$ cat config.mk
export PLATFORM = sky130hd
export DESIGN_NAME = round_robin_mux_4
export DESIGN_NICKNAME = d
export VERILOG_FILES = /design/src/rtl/round_robin_mux_4.sv
export SDC_FILE = /design/constraint.sdc
export NUM_CORES = 1
export LEC_CHECK = 0
export ABC_AREA = 0
export BUFFER_PORTS_ARGS = -buffer_cell sky130_fd_sc_hd__buf_2
export CAP_MARGIN = 20
export CORE_MARGIN = 2
export CORE_UTILIZATION = 38
export DETAILED_ROUTE_END_ITERATION = 16
export GPL_ROUTABILITY_DRIVEN = 0
export PLACE_DENSITY_LB_ADDON = 0.2
export SLEW_MARGIN = 20
export SYNTH_ARGS = -nofsm -noshare
export SYNTH_HDL_FRONTEND = slang
export SYNTH_SLANG_ARGS = --single-unit
$ cat constraint.sdc
create_clock -name clk -period 1.8 [get_ports clk]
set_input_delay 0.18 -clock clk [delete_from_list [all_inputs] [get_ports clk]]
set_output_delay 0.18 -clock clk [all_outputs]
set_load 0.02 [all_outputs]
$ cat src/rtl/round_robin_mux_4.sv
`default_nettype none
// ============================================================================
// Module  : round_robin_mux_4
// Brief   : 4-channel round-robin arbiter feeding a single registered output.
// Revision: 1.0 - initial release
// ============================================================================
module round_robin_mux_4 #(
  parameter int WIDTH = 4
) (
  input  logic             clk,
  input  logic             rst_n,
  input  logic [3:0]       in_valid,
  input  logic [WIDTH-1:0] in_data0,
  input  logic [WIDTH-1:0] in_data1,
  input  logic [WIDTH-1:0] in_data2,
  input  logic [WIDTH-1:0] in_data3,
  output logic [3:0]       in_ready,
  output logic             out_valid,
  output logic [WIDTH-1:0] out_data,
  output logic [1:0]       out_sel,
  input  logic             out_ready
);

  localparam logic [1:0] c_ptr_reset = 2'd0;

  logic [1:0]       r_ptr;
  logic             r_out_valid;
  logic [WIDTH-1:0] r_out_data;
  logic [1:0]       r_out_sel;

  logic             w_load;
  logic             w_any;
  logic [1:0]       w_idx;
  logic [3:0]       w_grant;
  logic [WIDTH-1:0] w_data;

  // Scan lowest priority first so the highest-priority requester wins last.
  always_comb begin
    logic [1:0] cand;
    w_any = 1'b0;
    w_idx = r_ptr;
    cand  = r_ptr;
    for (int off = 3; off >= 0; off--) begin
      cand = r_ptr + 2'(off);
      if (in_valid[cand]) begin
        w_any = 1'b1;
        w_idx = cand;
      end
    end
  end

  always_comb begin
    w_data = in_data0;
    case (w_idx)
      2'd0:    w_data = in_data0;
      2'd1:    w_data = in_data1;
      2'd2:    w_data = in_data2;
      default: w_data = in_data3;
    endcase
  end

  assign w_grant  = w_any ? (4'b0001 << w_idx) : 4'b0000;
  assign w_load   = !r_out_valid || out_ready;
  assign in_ready = w_load ? w_grant : 4'b0000;

  always_ff @(posedge clk or negedge rst_n) begin
    if (!rst_n) begin
      r_ptr       <= c_ptr_reset;
      r_out_valid <= 1'b0;
      r_out_data  <= '0;
      r_out_sel   <= 2'd0;
    end else if (w_load) begin
      if (w_any) begin
        r_out_valid <= 1'b1;
        r_out_data  <= w_data;
        r_out_sel   <= w_idx;
        r_ptr       <= w_idx + 2'd1;
      end else begin
        r_out_valid <= 1'b0;
      end
    end
  end

  assign out_valid = r_out_valid;
  assign out_data  = r_out_data;
  assign out_sel   = r_out_sel;

endmodule
`default_nettype wire

==> impl_metrics.ini <==
[global_routing]
grt_max_degree = 12
grt_pass1_wl_um = 2750
grt-ovfl-total = 0
antenna_found_initial = 0
grt.total_usage = 0.198
first_global_vias = 670

[place]
io_buffers = 33
dpl_worst_slack_ns = 0.0497
hpwl_um = 1200

[die]
core_area_um2 = 1520
die_x_um = 44.4
start_util = 0.407
die_area_um2 = 1970
ios = 34
die_y_um = 44.4
rows = 14

[route]
wirelength_um = 1840
wire_per_inst_um = 13.6
ant_nets = 0
vias = 713
drt_iter0_drc = 9
drc = 0
dr.pass1.iters = 4
vias_per_cell = 5.24

[sta]
timing.final.ws_setup_ns = -0.184
max_freq_mhz = 504
clock_skew_ns = 0.0129
setup-tns-final_ns = -0.880
worst_slew_pin_slew_ns = 0.514
grt_setup_unrepaired = true
timing.slew.headroom = 0.657
hold_viol_final = 0
slew_viol_final = 0
setup_viol = 8
final.min_clock_period_ns = 1.98
fin_crit_sh = 1.10

[hold_path]
min_path_cells = 2
hp-class = input pin to flop

[finish]
multi_input_area_um2 = 374
nets = 144
drive_above_1_share = 0.625
fillers = 140
num_antenna_cells = 0
regArea_um2 = 226
area_growth_pct = 63.7

[power]
p_leak_nw = 0.510
ir_drop_mv = 0.828
p_per_area_nw_per_um2 = 1300

[status]
violations = negative setup slack
status = finished, violations left

[critical_path]
worst-path-stages = 6
reg2regPathDepth = 7
critical_path.top_delay_family = simple AND/OR/NAND/NOR gates
cp.required_ns = 1.62
worstPathArrival_ns = 1.80
path_cells = nor3b_1 -> or4_4 -> o21ai_4 -> nand2_1 -> nor2_2 -> buf_6
critPathSlowestCell = dfrtp_1
worstSetupEndpointType = output port
cp_slowest_stage_delay_ns = 0.43
critPathMaxFanout = 6
criticalPathCategory = flop to output port
critPathBufInv = 1
worstSetupStartpointType = flop

[run]
cap_viol_max_count = 0

[yosys]
avgSynthCellArea_um2 = 9.55
ys_seq_area_frac = 0.363
ys_types = 28
netlist_area_um2 = 621
yosys.area.top_type_share = 0.363
synthCells = 65
synth_ff_type = dfrtp_1
synth_nets = 88
synth_edf_count = 0
ys_seq_elements = 9
yosys.area.top_type = dfrtp_1
synth-warning-count = 0
synthArstFlopShare = 1.00
ys_top_cells_by_area = dfrtp_1 36%, o2111ai_1 5.6%, inv_1 5.4%

[clock_network]
cts_root_buffer = clkbuf_4
clk-insertion-delay-late_ns = 0.27
clk_pin_slew_worst_paths_ns = 0.07
cts_sinks = 9
clock_path_buffers = 2
numCtsBuffers = 3
cts_tree = yes
cts_max_level = 1
placed cells by master, fill, tap and decap left out, drive strengths merged, types with 2 or more instances in the layout:
| cell type | instances |
|---|---|
| nand2 | 2 |
| mux2 | 4 |
| nand3 | 4 |
| a21oi | 3 |
| inv | 9 |
| o21ai | 5 |
| buf | 52 |
| o2111ai | 4 |
| o221a | 4 |
| dfrtp | 9 |
| nor3b | 2 |
| nor2b | 2 |
| clkbuf | 4 |
| nor2 | 5 |
sequential cells by signal (all words and copies together) (netlist names):
register,flops
out_sel,2
r_ptr,2
out_data,4
out_valid,1
metrics by stage:
step / util / instance area, µm² / hold slack, ns / cells / power, mW
detailed placement: 0.543 / 827 / 0.0501 / 118 / 0.932
global placement: 0.543 / 827 / 0.0508 / 118 / 0.921
CTS: 0.630 / 960 / 0.106 / 131 / 1.22
finish: 0.667 / 1020 / 0.110 / 136 / 1.32
floorplan: - / 621 / -0.116 / 65 / 0.751
global route: 0.667 / 1020 / 0.109 / 136 / 1.41
cells in the mapped netlist (all sizes together) (2+ instances only):
cell type and n:
a21oi 3, dfrtp 9, inv 9, mux2 4, nand2 2, nand3 4, nor2 5, nor2b 2
nor3b 2, o2111ai 4, o21ai 5, o221a 4
repair_timing:
item                                    in CTS  in global routing
pin swaps                                    3                  3
hold endpoints to repair                     9                  0
hold buffers                                 1                  0
endpoints found under the setup margin       4                  8
buffers inserted                             8                  5
resized for setup                           10                  6
path summary, 6_finish.rpt:
| check | end | slack (ns) | startpoint |
|---|---|---|---|
| max | in_ready[0] | -0.18 | r_ptr[1]$_DFFE_PN0P_ |
| min | out_valid$_DFFE_PN0P_ | 0.11 | out_ready |
| max reg2reg | out_data[2]$_DFFE_PN0P_ | -0.14 | r_ptr[1]$_DFFE_PN0P_ |
| min reg2reg | out_sel[1]$_DFFE_PN0P_ | 0.55 | out_sel[1]$_DFFE_PN0P_ |
| max in group asynchronous | r_ptr[0]$_DFFE_PN0P_ | 1.30 | rst_n |
| min in group asynchronous | out_valid$_DFFE_PN0P_ | 0.30 | rst_n |
area by class of cell:
class / instances / area share
inverter: 9 / 0.0333
multi-input combinational: 45 / 0.368
sequential: 9 / 0.223
timing repair buffer: 53 / 0.330
tap: 16 / 0.0197
clock buffer: 4 / 0.0259
power breakdown:
group	switching [mW]	internal, mW
logic	0.378	0.442
clock network	0.0749	0.0855
registers	0.0589	0.278
routing by layer:
metal  wire (µm)  vias to the layer above  track usage
met4           8                        0       0.0545
li1            -                      349            -
met5           0                        -            0
met2         996                       19        0.362
met1         726                      343        0.211
met3         112                        2       0.0735
kinds of logic (layout without fill, tap and decap cells):
family                 count (synthesis)  after routing  share of synthesized area
multiplexers                           4              4                     0.0786
AO/OA/AOI/OAI                         19             19                      0.260
flip-flops                             9              9                      0.363
XOR/XNOR                               1              1                     0.0141
AND/OR/NAND/NOR                       21             21                      0.192
buffers and inverters                 11             66                     0.0927
(Power assumes the default switching activity.)
